### config.mk
export PLATFORM = sky130hd
export DESIGN_NAME = pc_request_unit
export DESIGN_NICKNAME = d
export VERILOG_FILES = /design/src/rtl/cpu_types_pkg.sv /design/src/rtl/req_perf_counters.sv /design/src/rtl/pc_request_unit.sv
export SDC_FILE = /design/constraint.sdc
export NUM_CORES = 1
export LEC_CHECK = 0
export ABC_CLOCK_PERIOD_IN_PS = 2500
export CORE_UTILIZATION = 30
export CTS_CLUSTER_SIZE = 24
export DETAILED_ROUTE_END_ITERATION = 8
export PLACE_DENSITY = 0.6
export SLEW_MARGIN = 40
export SYNTH_ARGS = -nofsm -noshare
export SYNTH_HDL_FRONTEND = slang
export SYNTH_SLANG_ARGS = --single-unit
### constraint.sdc
create_clock -name CLK -period 2.5 [get_ports CLK]
set_input_delay 0.5 -clock CLK [delete_from_list [all_inputs] [get_ports CLK]]
set_output_delay 0.5 -clock CLK [all_outputs]
set_load 0.01 [all_outputs]
### src/rtl/cpu_types_pkg.sv
// Shared CPU datapath types: the 32-bit machine word and the
// request-sequencer state encoding used by pc_request_unit.
package cpu_types_pkg;

   typedef logic [31:0] word_t;

   typedef enum logic [1:0] {
      FETCH  = 2'd0,
      DATA   = 2'd1,
      HALTED = 2'd2
   } reqstate_t;

   localparam word_t PC_STEP = 32'd4;

   // Instruction addresses are always word aligned; low two bits are dropped.
   function automatic word_t align_word(input word_t addr);
      return {addr[31:2], 2'b00};
   endfunction

endpackage

### src/rtl/req_perf_counters.sv
// Retired-instruction and stall-cycle counters for pc_request_unit.
// Built only when REQ_PERF_EN is defined. Both counters wrap at 2^32,
// freeze while the core is halted and clear on the synchronous reset.
module req_perf_counters
   import cpu_types_pkg::*;
(
   input  logic  CLK,
   input  logic  RST,
   input  logic  pc_en,
   input  logic  stall,
   input  logic  halt,
   output word_t instr_count,
   output word_t stall_cycles
);

   word_t r_instr_count;
   word_t r_stall_cycles;

   // Count retirements and stalled cycles; hold both while halted.
   always_ff @(posedge CLK) begin
      if (RST) begin
         r_instr_count  <= '0;
         r_stall_cycles <= '0;
      end else if (!halt) begin
         if (pc_en) r_instr_count  <= r_instr_count + 32'd1;
         if (stall) r_stall_cycles <= r_stall_cycles + 32'd1;
      end
   end

   assign instr_count  = r_instr_count;
   assign stall_cycles = r_stall_cycles;

endmodule

### src/rtl/pc_request_unit.sv
// Program counter owner and single-memory-port sequencer.
// FETCH issues an instruction read; a load/store parks the PC in DATA
// until dhit; halt_in parks everything in HALTED until reset.
// Optional feature macro: REQ_PERF_EN (performance counters).
module pc_request_unit
   import cpu_types_pkg::*;
#(
   parameter word_t PC_INIT = 32'h0000_0000
)
(
   input  logic  CLK,
   input  logic  RST,
   input  logic  ihit,
   input  logic  dhit,
   input  logic  MemRead,
   input  logic  MemWrite,
   input  logic  PCSrc,
   input  logic  Jump,
   input  logic  halt_in,
   input  word_t branch_target,
   input  word_t jump_target,
   output word_t pc,
   output word_t pc_plus4,
   output logic  imemREN,
   output logic  dmemREN,
   output logic  dmemWEN,
   output logic  pc_en,
   output logic  halt,
   output word_t instr_count,
   output word_t stall_cycles
);

   reqstate_t r_state;
   word_t     r_pc;
   word_t     r_npc_q;
   logic      r_imem_ren;
   logic      r_rd_q;
   logic      r_wr_q;
   logic      r_halt;

   word_t     w_pc_plus4;
   word_t     w_next_pc;
   logic      w_mem_op;
   logic      w_pc_en;

   assign w_pc_plus4 = r_pc + PC_STEP;
   assign w_mem_op   = MemRead | MemWrite;
   // Jump wins over a taken branch; fall-through is pc+4 (wraps naturally).
   assign w_next_pc  = align_word(Jump ? jump_target : (PCSrc ? branch_target : w_pc_plus4));

   // Retire strobe: same-cycle pulse when the PC will load at this edge.
   always_comb begin
      // NOTE: default first so every path assigns w_pc_en and no latch is inferred.
      w_pc_en = 1'b0;
      if (!RST) begin
         case (r_state)
            FETCH:   w_pc_en = ihit & ~halt_in & ~w_mem_op;
            DATA:    w_pc_en = dhit;
            default: w_pc_en = 1'b0;
         endcase
      end
   end

   // Sequencer FSM, PC register and registered Moore request outputs.
   always_ff @(posedge CLK) begin
      // NOTE: non-blocking assignments so every flop samples pre-edge values.
      if (RST) begin
         r_state    <= FETCH;
         r_pc       <= PC_INIT;
         r_npc_q    <= '0;
         r_imem_ren <= 1'b1;
         r_rd_q     <= 1'b0;
         r_wr_q     <= 1'b0;
         r_halt     <= 1'b0;
      end else begin
         case (r_state)
            FETCH: begin
               if (ihit) begin
                  if (halt_in) begin
                     r_state    <= HALTED;
                     r_imem_ren <= 1'b0;
                     r_halt     <= 1'b1;
                  end else if (w_mem_op) begin
                     // A store takes priority when both load and store are flagged.
                     r_state    <= DATA;
                     r_npc_q    <= w_next_pc;
                     r_imem_ren <= 1'b0;
                     r_rd_q     <= MemRead & ~MemWrite;
                     r_wr_q     <= MemWrite;
                  end else begin
                     r_pc <= w_next_pc;
                  end
               end
            end
            DATA: begin
               if (dhit) begin
                  r_state    <= FETCH;
                  r_pc       <= r_npc_q;
                  r_imem_ren <= 1'b1;
                  r_rd_q     <= 1'b0;
                  r_wr_q     <= 1'b0;
               end
            end
            default: begin
               r_state    <= HALTED;
               r_imem_ren <= 1'b0;
               r_rd_q     <= 1'b0;
               r_wr_q     <= 1'b0;
               r_halt     <= 1'b1;
            end
         endcase
      end
   end

   assign pc       = r_pc;
   assign pc_plus4 = w_pc_plus4;
   assign imemREN  = r_imem_ren;
   assign dmemREN  = r_rd_q;
   assign dmemWEN  = r_wr_q;
   assign pc_en    = w_pc_en;
   assign halt     = r_halt;

`ifdef REQ_PERF_EN
   logic w_stall;

   // Waiting on instruction memory in FETCH, or on data memory in DATA.
   assign w_stall = ~RST & (((r_state == FETCH) & ~ihit) | ((r_state == DATA) & ~dhit));

   req_perf_counters u_perf (
      .CLK          (CLK),
      .RST          (RST),
      .pc_en        (w_pc_en),
      .stall        (w_stall),
      .halt         (r_state == HALTED),
      .instr_count  (instr_count),
      .stall_cycles (stall_cycles)
   );
`else
   assign instr_count  = '0;
   assign stall_cycles = '0;
`endif

endmodule

==> results of run 1 <==
-- Yosys cell counts, drive strengths merged (11+ instances only) --
| master | instances | area [um2] |
|---|---|---|
| buf | 82 | 582 |
| dfxtp | 66 | 1320 |
| nor2 | 65 | 244 |
| clkbuf | 37 | 139 |
| nand2 | 37 | 139 |
| o21ai | 33 | 165 |
| nand3 | 24 | 120 |
| a21oi | 23 | 115 |
| a211oi | 22 | 170 |
| nor3 | 21 | 110 |
| xnor2 | 21 | 199 |
| nand4 | 17 | 128 |
| inv | 11 | 41.3 |
| nor4 | 11 | 90.1 |
-- repair_timing --
action	4_1_cts	5_1_grt
setup endpoints to repair	27	22
gates resized for setup	84	42
hold buffers	0	0
pin swaps	11	20
buffers inserted	1	8
cloned	0	1
-- metal layers --
metal	track usage (%)	share of wire (%)
met4	6.74	1.4
met2	34.4	47
met5	0	0.078
met1	26.4	43
met3	4.92	8.5
-- metrics by stage --
stage | hold slack, ns | TNS [ns] | std cells
after floorplan | 0.428 | 0 | 660
after global placement | 0.437 | -1.34 | 949
after detailed placement | 0.438 | -1.53 | 949
after CTS | 0.454 | -0.0523 | 966
after global routing | 0.470 | -0.0734 | 975
final | 0.450 | 0 | 975
-- kinds of logic (layout without fill, tap and decap cells) --
group | count (synthesis) | in the layout | synth area share [%]
other cells | 1 | 68 | 0.0823
compound gates | 143 | 143 | 22.0
xor+xnor | 27 | 27 | 5.52
flops | 66 | 66 | 29.0
buf+inv | 130 | 261 | 16.7
mux | 7 | 7 | 1.57
simple gates | 218 | 218 | 24.9
fa+ha+maj | 1 | 1 | 0.275
-- registers in the layout, summed over array words and instances (netlist names) --
signal,flops
halt,1
r_state,2
dmemWEN,1
r_npc_q,30
pc,30
imemREN,1
dmemREN,1
-- final cells by class --
class                           instances  area, um2
Fill cell                            1441       7730
Multi-Input combinational cell        464       2950
Timing Repair Buffer                  234       2050
Sequential cell                        66       1350
Tap cell                              184        230
Clock buffer                            9        225
Clock inverter                          7        118
Inverter                               11       41.3
-- power by group through the flow --
stage | combinational, uW | sequential [uW] | clock (uW)
global route | 786 | 1160 | 1540
CTS | 721 | 1150 | 1490
floorplan | 409 | 1190 | 0
finish | 726 | 1160 | 1470
global placement | 708 | 1170 | 0
detailed placement | 720 | 1170 | 0
-- worst reg2reg max path, delay by kind of cell (launching register included) --
family          cells  cell delay [ns]
flops               1             0.37
buf+inv             3             0.46
simple gates        4             1.23
compound gates      2             0.24
-- worst paths after layout --
path / endpoint / cells past startpoint / slack (ns) / from
worst min-delay path: halt / 2 / 0.45 / halt
worst min register to register: halt / 2 / 0.45 / halt
worst max-delay path: pc_plus4[21] / 6 / 0.06 / pc[9]
worst max register to register: r_npc_q[14] / 9 / 0.13 / pc[9]
==> flow_summary.json, run 1 <==
{
  "outcome": "finished with violations",
  "violations": "design-rule violations",
  "clockPowerShare_pct": 43.9,
  "die_h_um": 125,
  "final_cell_area_mm2": 0.00697,
  "yosys_warnings": 0,
  "drive_above_1_share_pct": 24.4,
  "sw_frac_of_total_pct": 27.6,
  "final_common_cell": "clkdlybuf4s50_1",
  "cellPowerDensity_mw_per_mm2": 481,
  "finClkSkew_ns": 0.00468,
  "routedWlPerCell_um": 17.1,
  "io_pins": 206,
  "htree_levels": 3,
  "p_int_uw": 2430,
  "synthDistinctLibCells": 62,
  "period_minus_slack_ns": 2.44,
  "synth_edf_count": 0,
  "max_slew_margin_pct": 47.6,
  "ir_drop_v": 0.000364,
  "syn_area_mm2": 0.00456,
  "drv_slew": 0,
  "rsz0062_at_grt": "true",
  "core_mm2": 0.0147,
  "nets": 860,
  "grt_max_degree": 52,
  "insertion_delay_ns": 0.33,
  "required_ns": 2.00,
  "crit_chain": "nand4_4 -> nor4_4 -> buf_4 -> nand4_1 -> xnor2_2 -> buf_2",
  "start_util_pct": 31.0,
  "endpoint_kind": "output pin",
  "cts_root_buf": "clkbuf_16",
  "syn_inst": 593,
  "die_w_um": 125,
  "hpwl_um": 12200,
  "dr.first_iter.drc_count": 421,
  "vias": 5072,
  "tritoncts": "done",
  "fin_ws_ns": 0.0648,
  "post-place-ws_ns": -0.313,
  "arrival_ns": 1.94,
  "fmax_mhz": 411,
  "overflow": 0,
  "drc": 17,
  "viasPerCell": 5.20,
  "seqPwrFrac_pct": 34.5,
  "power_switching_uw": 923,
  "ys_seq_elements": 66,
  "cts_sinks": 66,
  "grt_pass1_wl_um": 25700,
  "row_count": 44,
  "final.period_utilization_pct": 97.4,
  "synthArstFlopShare_pct": 0,
  "cp-start-kind": "flop",
  "place_congestion": 0.854,
  "critPathBufInv": 2,
  "syn2layout_area_growth_pct": 52.9,
  "ys.flop_type": "dfxtp_1",
  "hold_viol": 0,
  "hold_path.class": "reg -> reg",
  "n_antenna_cell": 0,
  "layout_common_cells": "clkdlybuf4s50_1, buf_4, conb_1",
  "worstSetupPathType": "reg -> out",
  "total_power_uw": 3350,
  "first_pass_iters": 8,
  "p_leak_uw": 0.00295,
  "io_buffer_count": 133,
  "cp_slowest_stage_delay_ns": 0.37,
  "dieArea_mm2": 0.0157,
  "clk_pin_slew_ns": 0.06,
  "final_util_pct": 47.4,
  "grt_antenna_before_repair": 1,
  "cts_buffer_depth": 2,
  "drt_wl_total_um": 16700,
  "syn_avg_cell_area_um2": 7.68,
  "drtAntennaViolNets": 0,
  "numCtsBuffers": 9,
  "place_area_mm2": 0.00639,
  "grt_util_all_layers_pct": 20.7,
  "crit_family": "simple AND/OR/NAND/NOR gates",
  "cp_slowest_cell": "dfxtp_4",
  "worst_pin_slew_ns": 0.786,
  "setup_viol_count_final": 0,
  "maxCapViolations": 0,
  "path_max_fanout": 3,
  "yosysSeqAreaShare_pct": 29.0,
  "combPwrFrac_pct": 21.7,
  "grt_pass1_vias": 4930
}
Power figures use the tool's default switching activity.
==> inputs of run 2 (changes only) <==
--- a/config.mk
+++ b/config.mk
@@ -5,11 +5,12 @@
 export SDC_FILE = /design/constraint.sdc
 export NUM_CORES = 1
 export LEC_CHECK = 0
+export ABC_AREA = 1
 export ABC_CLOCK_PERIOD_IN_PS = 2500
 export CORE_UTILIZATION = 30
 export CTS_CLUSTER_SIZE = 24
 export DETAILED_ROUTE_END_ITERATION = 8
-export PLACE_DENSITY = 0.6
+export PLACE_DENSITY = 0.59
 export SLEW_MARGIN = 40
 export SYNTH_ARGS = -nofsm -noshare
 export SYNTH_HDL_FRONTEND = slang
==> run 2 against run 1 <==
Net effect:
- sequential share of layout area increased by 0.75 points
- wire length decreased by 7.4%
- final cell count grew 15%
- register-to-register slack better by 0.59 ns
- synthesized cell count increased by 28%
- flip-flop and latch count is the same
- largest power group is now sequential cells
- worst hold slack improved by 0.0040 ns
- the flow now finishes without violations
- fmax rose by 0.53%
- clock skew grew 0.00097 ns
- combinational power increased by 2%
- count of clock-buffer cells in the layout grew 3
- worst setup slack improved by 0.013 ns
==> flow_summary.json, run 2 <==
{
  "hpwl_um": 10900,
  "power_switching_uw": 910,
  "hold_viol": 0,
  "outcome": "completed",
  "ys_seq_elements": 66,
  "start_util_pct": 31.1,
  "arrival_ns": 1.92,
  "synthArstFlopShare_pct": 0,
  "grt_util_all_layers_pct": 18.9,
  "path_max_fanout": 5,
  "row_count": 45,
  "cp-start-kind": "flop",
  "overflow": 0,
  "fin_ws_ns": 0.0776,
  "dr.first_iter.drc_count": 321,
  "yosysTopAreaCellShare_pct": 27.6,
  "setup_viol_count_final": 0,
  "die_h_um": 128,
  "first_pass_iters": 5,
  "dieArea_mm2": 0.0164,
  "vias": 5097,
  "synth_edf_count": 0,
  "syn2layout_area_growth_pct": 38.6,
  "endpoint_kind": "output pin",
  "finClkSkew_ns": 0.00565,
  "final_util_pct": 43.1,
  "grt_pass1_vias": 4559,
  "yosysTopAreaCell": "dfxtp_1",
  "htree_levels": 3,
  "maxCapViolations": 0,
  "syn_avg_cell_area_um2": 6.27,
  "synth_area_leaders": "dfxtp_1, nand2_1, buf_4",
  "clockPowerShare_pct": 38.2,
  "core_mm2": 0.0154,
  "cts_buffer_depth": 2,
  "drv_slew": 0,
  "cts_sinks": 66,
  "seqPwrFrac_pct": 38.0,
  "yosysSeqAreaShare_pct": 27.6,
  "cp_slowest_cell": "dfxtp_2",
  "final_cell_area_mm2": 0.00662,
  "critPathBufInv": 2,
  "combPwrFrac_pct": 23.8,
  "drive_above_1_share_pct": 11.9,
  "die_w_um": 128,
  "hold_path_depth": 2,
  "insertion_delay_ns": 0.33,
  "cp_slowest_stage_delay_ns": 0.35,
  "fmax_mhz": 413,
  "grt_antenna_before_repair": 0,
  "nets": 982,
  "clk_pin_slew_ns": 0.05,
  "cts_root_buf": "clkbuf_16",
  "viasPerCell": 4.54,
  "worst_pin_slew_ns": 0.580,
  "drtAntennaViolNets": 0,
  "max_slew_margin_pct": 61.3,
  "crit_chain": "ha_4 -> nand2_1 -> nor2_2 -> nand2_4 -> nor2_4 -> buf_4 -> nand2_1 -> nand2_1 -> nand2_1 -> dlygate4sd2_1",
  "syn_area_mm2": 0.00478,
  "place_area_mm2": 0.00621,
  "crit_family": "simple AND/OR/NAND/NOR gates",
  "post-place-ws_ns": -0.0884,
  "io_pins": 206,
  "p_int_uw": 2210,
  "cellPowerDensity_mw_per_mm2": 471,
  "ir_drop_v": 0.000337,
  "grt_pass1_wl_um": 24000,
  "required_ns": 2.00,
  "period_minus_slack_ns": 2.42,
  "ff2ff_path_depth": 11,
  "drt_wl_total_um": 15500,
  "n_antenna_cell": 0,
  "synthMostInstantiatedCell": "nand2_1",
  "layout_common_cells": "nand2_1, clkdlybuf4s50_1, a21oi_1",
  "worstSetupPathType": "reg -> out",
  "io_buffer_count": 133,
  "numCtsBuffers": 9,
  "tritoncts": "done",
  "hold_path.class": "reg -> reg",
  "drc": 0,
  "critical_path_depth": 10,
  "syn_inst": 762,
  "synthDistinctLibCells": 31,
  "p_leak_uw": 0.00319,
  "grt_max_degree": 44,
  "sw_frac_of_total_pct": 29.2,
  "place_congestion": 0.814,
  "synth_common_cells": "nand2_1, a21oi_1, nor2_1",
  "critPathMostFrequentCell": "nand2_1",
  "yosys_warnings": 0,
  "routedWlPerCell_um": 13.8,
  "final.period_utilization_pct": 96.9,
  "ys.flop_type": "dfxtp_1",
  "final_common_cell": "nand2_1"
}
## run 2: changes by cell type after synthesis, moves of 18 or more
cell,delta
o21bai_1,+18
o21ai_0,+25
nor3_1,-19
a21oi_1,+63
nand2_1,+165
a211oi_1,-21
inv_1,+51
## run 2: final cells by class
class | instances | area [um2]
timing repair buffer | 174 | 1650
clock inverter | 2 | 12.5
fill | 1645 | 8750
inverter | 64 | 240
clock buffer | 12 | 267
tap | 211 | 264
multi-input combinational | 593 | 2860
sequential | 66 | 1330
## run 2: metrics by stage
stage	hold WS [ns]	power (uW)	cells	setup TNS, ns
5_1_grt	0.485	3280	1122	-0.0145
6_report	0.454	3120	1122	0
3_5_place_dp	0.446	1950	1097	-0.0884
2_1_floorplan	0.468	1660	829	0
3_3_place_gp	0.446	1950	1097	-0.0958
4_1_cts	0.457	3140	1119	0
## run 2: timing repair
item,4_1_cts,5_1_grt
resized for setup,40,12
hold buffers,0,0
gates cloned,0,0
buffers inserted,8,3
pin swaps,8,5
setup endpoints to repair,25,12
## run 2: logic make-up after synthesis
group	share of synthesized area (%)
XOR/XNOR	3.17
AND/OR/NAND/NOR	29.5
AO/OA/AOI/OAI	20.5
adder cells (fa/ha/maj)	0.262
flip-flops	27.6
buffers and inverters	18.9
other	0.0785
## run 2: worst paths after layout
kind | start | end | slack [ns]
max | pc[2] | pc_plus4[28] | 0.08
min | halt | halt | 0.45
max reg2reg | pc[2] | pc[14] | 0.72
min reg2reg | halt | halt | 0.45
## run 2: power groups by stage
stage | clock (uW) | sequential, uW | combinational [uW]
2_1_floorplan | 0 | 1210 | 452
3_3_place_gp | 0 | 1200 | 749
3_5_place_dp | 0 | 1200 | 751
4_1_cts | 1210 | 1180 | 743
5_1_grt | 1270 | 1200 | 819
6_report | 1190 | 1190 | 741
## run 2: layer usage
metal,track usage [%],wire length (um),up-vias
met5,0,0,-
met4,6.51,301,0
met3,4.01,983,20
met2,30.8,7120,192
met1,24.7,7060,2296
li1,-,-,2589
## run 2: tightest hold or removal path: cells and delay by family (launching register included)
kind	cells	cell delay, ns
buffers and inverters	1	0.05
flip-flops	1	0.31
AO/OA/AOI/OAI	1	0.05
